`config.mk`:
```
export PLATFORM = sky130hd
export DESIGN_NAME = float_unit_driver
export DESIGN_NICKNAME = d
export VERILOG_FILES = /design/src/rtl/float_if_pkg.sv /design/src/rtl/float_unit_driver_tag_fifo.sv /design/src/rtl/float_unit_driver.sv
export SDC_FILE = /design/constraint.sdc
export NUM_CORES = 1
export LEC_CHECK = 0
export BUFFER_PORTS_ARGS = -buffer_cell sky130_fd_sc_hd__buf_2
export CORE_MARGIN = 1.5
export CORE_UTILIZATION = 45
export CTS_BUF_LIST = sky130_fd_sc_hd__clkbuf_2
export DETAILED_ROUTE_END_ITERATION = 8
export PLACE_DENSITY = 0.69
export SYNTH_ARGS = -nofsm -noshare
export SYNTH_HDL_FRONTEND = slang
export SYNTH_HIERARCHICAL = 1
export SYNTH_SLANG_ARGS = --single-unit
```
`constraint.sdc`:
```
create_clock -name aclk -period 3.2 [get_ports aclk]
set_input_delay 0.96 -clock aclk [delete_from_list [all_inputs] [get_ports aclk]]
set_output_delay 0.96 -clock aclk [all_outputs]
set_load 0.1 [all_outputs]
```
`src/rtl/float_if_pkg.sv`:
```
// Shared types and default sizes for the float core front end.
//   DEF_SIZE            operand/result width (IEEE-754 single)
//   DEF_TAG_W           destination-register tag width
//   DEF_MAX_OUTSTANDING default in-flight op bound
//   tag_t               destination tag at the default width
//   issue_state_t       operand issue FSM states
package float_if_pkg;

    localparam int DEF_SIZE            = 32;
    localparam int DEF_TAG_W           = 5;
    localparam int DEF_MAX_OUTSTANDING = 32;

    typedef logic [DEF_TAG_W-1:0] tag_t;

    typedef enum logic [1:0] {
        IDLE,
        ISSUE,
        WAIT_A,
        WAIT_B
    } issue_state_t;

endpackage

```
`src/rtl/float_unit_driver_tag_fifo.sv`:
```
// tag_fifo: synchronous FIFO holding destination tags of ops issued to the
// core, in issue order.
//   aclk, aresetn      clock, async active-low reset (pointers only)
//   push, push_data    write a tag (caller never pushes when full)
//   pop                drop the head (caller never pops when empty)
//   empty              no tag pending
//   head               oldest tag
module tag_fifo #(
    parameter int DEPTH = 32,
    parameter int W     = 5
) (
    input  logic         aclk,
    input  logic         aresetn,
    input  logic         push,
    input  logic [W-1:0] push_data,
    input  logic         pop,
    output logic         empty,
    output logic [W-1:0] head
);

    localparam int PTR_W = $clog2(DEPTH);

    // One extra pointer bit: equal pointers mean empty, equal low bits with
    // differing MSB would mean full.
    logic [PTR_W:0] wr_ptr;
    logic [PTR_W:0] rd_ptr;
    logic [W-1:0]   mem [DEPTH];

    always_ff @(posedge aclk or negedge aresetn) begin
        if (!aresetn) begin
            wr_ptr <= '0;
            rd_ptr <= '0;
        end else begin
            if (push) wr_ptr <= wr_ptr + 1'b1;
            if (pop)  rd_ptr <= rd_ptr + 1'b1;
        end
    end

    always_ff @(posedge aclk) begin
        if (push) mem[wr_ptr[PTR_W-1:0]] <= push_data;
    end

    assign empty = (wr_ptr == rd_ptr);
    assign head  = mem[rd_ptr[PTR_W-1:0]];

endmodule

```
`src/rtl/float_unit_driver.sv`:
```
// float_unit_driver: front end between the shader pipeline and a
// two-operand float core (sqrt/add/mul).
//   aclk, aresetn                 clock, async active-low reset
//   req_valid/ready, req_a/b/tag  tagged operand request from the pipeline
//   m_axis_a_*, m_axis_b_*        operand streams to the core (master)
//   s_axis_result_*               result stream from the core (slave)
//   rsp_valid/ready, rsp_data/tag in-order result plus its tag
//   outstanding                   ops reserved or in flight
//   err_orphan                    sticky: core result with no tag pending
module float_unit_driver
    import float_if_pkg::*;
#(
    parameter  int SIZE            = DEF_SIZE,
    parameter  int TAG_W           = DEF_TAG_W,
    parameter  int MAX_OUTSTANDING = DEF_MAX_OUTSTANDING,
    localparam int CNT_W           = $clog2(MAX_OUTSTANDING) + 1
) (
    input  logic             aclk,
    input  logic             aresetn,
    input  logic             req_valid,
    output logic             req_ready,
    input  logic [SIZE-1:0]  req_a,
    input  logic [SIZE-1:0]  req_b,
    input  logic [TAG_W-1:0] req_tag,
    output logic [SIZE-1:0]  m_axis_a_tdata,
    output logic             m_axis_a_tvalid,
    input  logic             m_axis_a_tready,
    output logic [SIZE-1:0]  m_axis_b_tdata,
    output logic             m_axis_b_tvalid,
    input  logic             m_axis_b_tready,
    input  logic [SIZE-1:0]  s_axis_result_tdata,
    input  logic             s_axis_result_tvalid,
    output logic             s_axis_result_tready,
    output logic             rsp_valid,
    input  logic             rsp_ready,
    output logic [SIZE-1:0]  rsp_data,
    output logic [TAG_W-1:0] rsp_tag,
    output logic [CNT_W-1:0] outstanding,
    output logic             err_orphan
);

    localparam logic [CNT_W-1:0] MAX_CNT = CNT_W'(MAX_OUTSTANDING);

    issue_state_t     state, state_nxt;
    logic [SIZE-1:0]  a_q, b_q;
    logic [TAG_W-1:0] tag_q;
    logic             accept;
    logic             issue_done;
    logic             res_hs;
    logic             fifo_empty;
    logic [TAG_W-1:0] fifo_head;

    // Gated by aresetn so the pipeline sees no ready while reset is held.
    assign req_ready = aresetn && (state == IDLE) && (outstanding < MAX_CNT);
    assign accept    = req_valid && req_ready;

    always_ff @(posedge aclk or negedge aresetn) begin
        if (!aresetn) state <= IDLE;
        else          state <= state_nxt;
    end

    // tvalid is a pure function of state, never of tready.
    always_comb begin
        state_nxt       = state;
        issue_done      = 1'b0;
        m_axis_a_tvalid = 1'b0;
        m_axis_b_tvalid = 1'b0;
        case (state)
            IDLE: begin
                if (accept) state_nxt = ISSUE;
            end
            ISSUE: begin
                m_axis_a_tvalid = 1'b1;
                m_axis_b_tvalid = 1'b1;
                if (m_axis_a_tready && m_axis_b_tready) begin
                    state_nxt  = IDLE;
                    issue_done = 1'b1;
                end else if (m_axis_a_tready) begin
                    state_nxt = WAIT_B;
                end else if (m_axis_b_tready) begin
                    state_nxt = WAIT_A;
                end
            end
            WAIT_A: begin
                m_axis_a_tvalid = 1'b1;
                if (m_axis_a_tready) begin
                    state_nxt  = IDLE;
                    issue_done = 1'b1;
                end
            end
            WAIT_B: begin
                m_axis_b_tvalid = 1'b1;
                if (m_axis_b_tready) begin
                    state_nxt  = IDLE;
                    issue_done = 1'b1;
                end
            end
            default: state_nxt = IDLE;
        endcase
    end

    // Operands only load in IDLE, so they stay put for the whole issue.
    always_ff @(posedge aclk or negedge aresetn) begin
        if (!aresetn) begin
            a_q   <= '0;
            b_q   <= '0;
            tag_q <= '0;
        end else if (accept) begin
            a_q   <= req_a;
            b_q   <= req_b;
            tag_q <= req_tag;
        end
    end

    assign m_axis_a_tdata = a_q;
    assign m_axis_b_tdata = b_q;

    tag_fifo #(
        .DEPTH (MAX_OUTSTANDING),
        .W     (TAG_W)
    ) u_tag_fifo (
        .aclk      (aclk),
        .aresetn   (aresetn),
        .push      (issue_done),
        .push_data (tag_q),
        .pop       (res_hs),
        .empty     (fifo_empty),
        .head      (fifo_head)
    );

    // A result is only taken when its tag is known and the response
    // register is free or draining this cycle.
    assign s_axis_result_tready = !fifo_empty && (!rsp_valid || rsp_ready);
    assign res_hs               = s_axis_result_tvalid && s_axis_result_tready;

    // Credit is taken at accept, so the FIFO can never be pushed while full.
    always_ff @(posedge aclk or negedge aresetn) begin
        if (!aresetn) begin
            outstanding <= '0;
        end else begin
            case ({accept, res_hs})
                2'b10:   outstanding <= outstanding + 1'b1;
                2'b01:   outstanding <= outstanding - 1'b1;
                default: outstanding <= outstanding;
            endcase
        end
    end

    always_ff @(posedge aclk or negedge aresetn) begin
        if (!aresetn) begin
            rsp_valid <= 1'b0;
            rsp_data  <= '0;
            rsp_tag   <= '0;
        end else if (res_hs) begin
            rsp_valid <= 1'b1;
            rsp_data  <= s_axis_result_tdata;
            rsp_tag   <= fifo_head;
        end else if (rsp_ready) begin
            rsp_valid <= 1'b0;
        end
    end

    always_ff @(posedge aclk or negedge aresetn) begin
        if (!aresetn)                                err_orphan <= 1'b0;
        else if (s_axis_result_tvalid && fifo_empty) err_orphan <= 1'b1;
    end

endmodule
```
Word-level counts from Yosys, hierarchy flattened
Memories as Yosys holds them, arrays and structs flattened. A register that Yosys moved wholly into a read port is not among the register bits.
Cells that the tools add are included.
Cells by class
  multipliers: 0
  equality and inequality tests: 10
  reduce and logical (&&, ||, !) cells: 17
  multiplexer cells: 18
  order comparisons: 1
  shifts and indexed selects: 0
  div/mod/pow operators: 0
  bitwise gates (word level): 0
  $add $sub $neg: 4
Operators with widths (number)
  6-bit by 1-bit adder with 6-bit output, second input constant: 3
  2-bit 2-to-1 mux: 6
  6-bit case mux with 2 select lines: 1
  1-bit 2-to-1 mux: 9
  2-bit case mux with 4 select lines: 1
  1-bit logical AND: 7
  2-bit equality test, second input constant: 3
  6-bit equality test: 1
  6-bit < comparator, second input constant: 1
  2-bit != test, second input constant: 3
  6-bit by 1-bit subtractor with 6-bit output, second input constant: 1
  2-bit by 1-bit equality test with 1-bit output, second input constant: 2
  4-bit != test, second input constant: 1
  4-bit AND reduction: 1
  2-bit nonzero test: 2
  2-bit OR reduction: 2
  1-bit zero test: 3
  1-bit case mux with 3 select lines: 1
  2-bit zero test: 1
  1-bit logical OR: 1
Word-level totals
  word-level logic and storage cells: 61
  memory bits (read-only): 0
  memories kept: 1
  latch bits: 0
  bits of input ports: 108
  memory bits (writable): 160
  register bits after elaboration: 123
Memories
  u_tag_fifo.mem: depth 32, width 5, rd ports 1, clocked after Yosys merged registers in 1, write ports 1, line float_unit_driver_tag_fifo.sv:27  | logic [W-1:0] mem [DEPTH];

Longest topological paths before layout
  word-level depth: 6
  mapped depth: 15
  gate-level depth less buffers: 11

Hierarchy
The synthesis kept the hierarchy.
Modules (own cells, without submodules)
  tag_fifo: area an instance 6922.9 sq um, times used 1, cells each 374, sequential area each 5104.9 sq um
  float_unit_driver: area an instance 4684.5 sq um, times used 1, cells each 297, sequential area each 2902.8 sq um

Worst setup path before layout
OpenSTA, ideal clock, no wires.
  kind: register to register
  from: register u_tag_fifo.rd_ptr[0]
  to: register outstanding[5]
  data required time: 3.089 ns
  stages on the path, launching flop included: 16
  period minus slack after synthesis: 4.730 ns
  buffers on the path: 4
  arrival time: 4.619 ns
  slack: -1.530 ns
  library setup time: 0.111 ns
  path through: dfrtp_1 > buf_6 > buf_6 > buf_4 > xnor2_1 > nand4_1 > nor3_1 > a21oi_1 > and2_4 > buf_4 > ha_1 > ha_1 > o211ai_1 > nor2_1 > mux2_4 > a2111oi_2
Between the ends
  cells in the longest elaborated chain, start to end: 6
RTL lines
  start: declaration: line float_unit_driver_tag_fifo.sv:26  | logic [PTR_W:0] rd_ptr;
  start signal: assignment: line float_unit_driver_tag_fifo.sv:35  | if (pop) rd_ptr <= rd_ptr + 1'b1;
  6-bit equality test (*): line float_unit_driver_tag_fifo.sv:43  | assign empty = (wr_ptr == rd_ptr);
  via fifo_empty: line float_unit_driver.sv:50  | logic fifo_empty;
  1-bit zero test (*): line float_unit_driver.sv:133  | assign s_axis_result_tready = !fifo_empty && (!rsp_valid || rsp_ready);
  1-bit logical AND (*): line float_unit_driver.sv:133
  via s_axis_result_tready: line float_unit_driver.sv:33  | output logic s_axis_result_tready,
  1-bit logical AND (*): line float_unit_driver.sv:134  | assign res_hs = s_axis_result_tvalid && s_axis_result_tready;
  via res_hs: line float_unit_driver.sv:49  | logic res_hs;
  2-bit by 1-bit equality test with 1-bit output or 2-bit equality test (tied branches): line float_unit_driver.sv:141  | case ({accept, res_hs})
  6-bit case mux with 2 select lines or 2-bit nonzero test (tied branches)
  end signal: assignment: line float_unit_driver.sv:142  | 2'b10: outstanding <= outstanding + 1'b1;
  end signal: assignment: line float_unit_driver.sv:143  | 2'b01: outstanding <= outstanding - 1'b1;
  end signal: assignment: line float_unit_driver.sv:144  | default: outstanding <= outstanding;
  end: declaration: line float_unit_driver.sv:38  | output logic [CNT_W-1:0] outstanding,
Mark *: on every way through the listed nets, which the timed path passes. The rest lies on a longest branch.
A chain may end at the register's enable or synchronous reset.

Worst setup path in the final report
  from: register u_tag_fifo.wr_ptr[4]
  to: output port s_axis_result_tready
Between the ends
  cells in the longest elaborated chain, start to end: 3
RTL lines
  start: declaration: line float_unit_driver_tag_fifo.sv:25  | logic [PTR_W:0] wr_ptr;
  start signal: assignment: line float_unit_driver_tag_fifo.sv:34  | if (push) wr_ptr <= wr_ptr + 1'b1;
  6-bit equality test: line float_unit_driver_tag_fifo.sv:43
  via fifo_empty: line float_unit_driver.sv:50
  1-bit zero test: line float_unit_driver.sv:133
  1-bit logical AND: line float_unit_driver.sv:133
  end: declaration: line float_unit_driver.sv:33
The timed path passes the listed nets, and every way through them passes these cells.

==> results.json <==
{
  "grt_pass1_wl_um": 38500,
  "cts_tree": "done",
  "antenna_found_initial": 2,
  "arrival_ns": 2.06,
  "setup_viol": 0,
  "grt_pass1_vias": 7222,
  "endpoint_kind": "output pin",
  "fp.dieArea_mm2": 0.0268,
  "layout_min_cycle_time_ns": 3.02,
  "diodes": 0,
  "hold_viol": 0,
  "cp_cell_sequence": "xnor2_1, nand4_1, nor3_4, a21oi_4, buf_6",
  "pre_cts_ws_ns": 0.250,
  "skew_ns": 0.0552,
  "status": "finished clean",
  "grt_max_degree": 71,
  "viasPerCell": 5.15,
  "drcViolationCount": 0,
  "worst-path-max-fanout": 7,
  "drt_wl_total_um": 24700,
  "syn_area_mm2": 0.0116,
  "setup_ws_ns": 0.183,
  "die_y_um": 164,
  "route.vias.total": 6912,
  "layout.nets": 1086,
  "synth_top_area_cell": "edfxtp_1",
  "postSynth.asyncResetShare_pct": 44.4,
  "placement.cell_area_mm2": 0.0132,
  "ant_nets": 0,
  "cts_buffer_depth": 3,
  "grt_util_all_layers_pct": 18.9,
  "die_w_um": 164,
  "clk_pin_slew_ns": 0.10,
  "hold_class": "primary input to flop",
  "clock.fmax_mhz": 331,
  "synth.most_common_cell": "edfxtp_1",
  "place.port_buffers": 220,
  "slew_viol_final": 0,
  "final_area_mm2": 0.0139,
  "row_count": 58,
  "start_util_pct": 46.0,
  "syn_inst": 671,
  "drive_above_1_share_pct": 51.2,
  "synth_flop_cell": "edfxtp_1",
  "worstSetupStartpointType": "flop",
  "io_pins": 221,
  "fp.coreArea_mm2": 0.0253,
  "yosysSeqAreaShare_pct": 69.0,
  "synthToLayoutAreaGrowth_pct": 19.7,
  "wl_per_cell_um": 18.4,
  "gp_congestion": 0.891,
  "synth.avg_cell_area_um2": 17.3,
  "hpwlAfterDp_um": 16600,
  "cts_root_buffer": "clkbuf_2",
  "critical-path-top-delay-family": "flip-flops",
  "drt_first_pass_iters": 5,
  "globalRouteOverflowTotal": 0,
  "cp_slowest_stage_delay_ns": 0.46,
  "worst_pin_slew_ns": 1.17,
  "worst-path-buf-inv": 1,
  "drtIter0Drc": 416,
  "drv_cap": 0,
  "path_class": "flop to output pin",
  "cpMaxStageDelayCell": "dfrtp_2",
  "yosysWarnings": 6,
  "max_slew_margin_pct": 22.3,
  "htreeDepth": 3,
  "numCtsBuffers": 74,
  "worstSkewPairLatency_ns": 0.80,
  "fin_crit_sh_pct": 94.3,
  "ys_top_cells_by_area": "edfxtp_1 41%, dfrtp_1 28%, mux2_2 11%",
  "cts_sinks": 288,
  "yosysUniqueCellTypes": 47,
  "synth_top_area_share_pct": 41.4,
  "synth_top_cells_by_count": "160 x edfxtp_1, 128 x dfrtp_1, 109 x mux2_2",
  "rsz0062_at_grt": "false",
  "critical_path_required_ns": 2.24,
  "syn_nets": 795,
  "synth_edf_count": 160,
  "synth_seq_cells": 288
}
-- registers in the layout (all words and copies together), names as in the netlist --
| name | cells |
|---|---|
| rsp_tag | 5 |
| rsp_valid | 1 |
| outstanding | 6 |
| state | 2 |
| u_tag_fifo/rd_ptr | 6 |
| u_tag_fifo/mem | 160 |
| m_axis_a_tdata | 32 |
| tag_q | 5 |
| m_axis_b_tdata | 32 |
| rsp_data | 32 |
| u_tag_fifo/wr_ptr | 6 |
| err_orphan | 1 |
-- per-layer routing --
metal	track usage [%]	vias up	share of wire [%]	wire, um
met5	0	-	0.081	20
met4	7.93	4	2.2	547
met3	5.92	44	7.0	1720
met2	29.2	234	49	12200
met1	24.6	3445	41	10200
li1	-	3185	-	-
-- cell type report --
| class | count | area [um2] |
|---|---|---|
| inverter | 8 | 30.0 |
| sequential | 288 | 8010 |
| timing repair buffer | 247 | 1330 |
| tap | 330 | 413 |
| clock inverter | 17 | 123 |
| clock buffer | 110 | 551 |
| fill | 2112 | 11400 |
| multi-input combinational | 343 | 3430 |
-- what timing repair did --
item                       in CTS  in global routing
pin swaps                       1                  1
gates resized for setup         1                  4
setup buffers                   0                  4
hold buffers                    0                  0
setup endpoints to repair       1                  1
-- per-stage QoR --
stage               hold slack [ns]  setup TNS [ns]  std cells  util (%)
global placement              0.455               0       1212      52.2
CTS                           0.278               0       1339      54.8
floorplan                     0.461          -0.183        671         -
detailed placement            0.443               0       1212      52.2
global route                  0.287               0       1343      55.0
finish                        0.386               0       1343      55.0
-- path summary, 6_finish.rpt --
kind	slack, ns	cells after the start	from	endpoint
worst max-delay path	0.18	5	u_tag_fifo/wr_ptr[4]	s_axis_result_tready
worst min-delay path	0.39	2	req_b[7]	m_axis_b_tdata[7]
worst max register to register	0.41	11	u_tag_fifo/wr_ptr[4]	outstanding[5]
worst min register to register	0.46	1	err_orphan	err_orphan
max in group asynchronous	1.42	3	aresetn	rsp_data[25]
min in group asynchronous	0.42	2	aresetn	m_axis_b_tdata[15]
-- worst register-to-register path, stage by stage (launching register included) --
cell	delay (ns)
dfrtp_2	0.46
xnor2_1	0.16
nand4_1	0.16
nor3_4	0.27
a21oi_4	0.05
and2_4	0.16
ha_4	0.21
ha_1	0.35
o211ai_1	0.11
nor2_2	0.23
o21ai_0	0.19
a2111oi_4	0.33
-- cell usage in the layout, fill, tap and decap left out, types with 4 or more instances in the layout --
master,instances
xor2_1,7
nand3_1,7
xnor2_1,11
mux2i_1,23
buf_4,27
mux2_2,109
inv_1,8
clkbuf_2,110
a22oi_1,15
nand4_1,4
mux4_2,29
edfxtp_1,160
o21ai_0,7
clkinv_1,11
a211oi_1,4
dfrtp_1,125
a21o_1,4
a21oi_1,8
buf_2,217
nand2_1,19
o221ai_1,6
ha_1,12
nor2_1,24
nor2b_1,5
nor3_1,11
o22ai_1,4
-- cell families after synthesis --
kind of cell | synth area share, %
buffers and inverters | 2.11
AO/OA/AOI/OAI | 3.40
flip-flops | 69.0
multiplexers | 18.3
XOR/XNOR | 1.36
adder cells (fa/ha/maj) | 1.79
AND/OR/NAND/NOR | 4.04
Power is not shown: default switching activity piles up to over one toggle a cycle in this logic, so the estimate is an artifact.
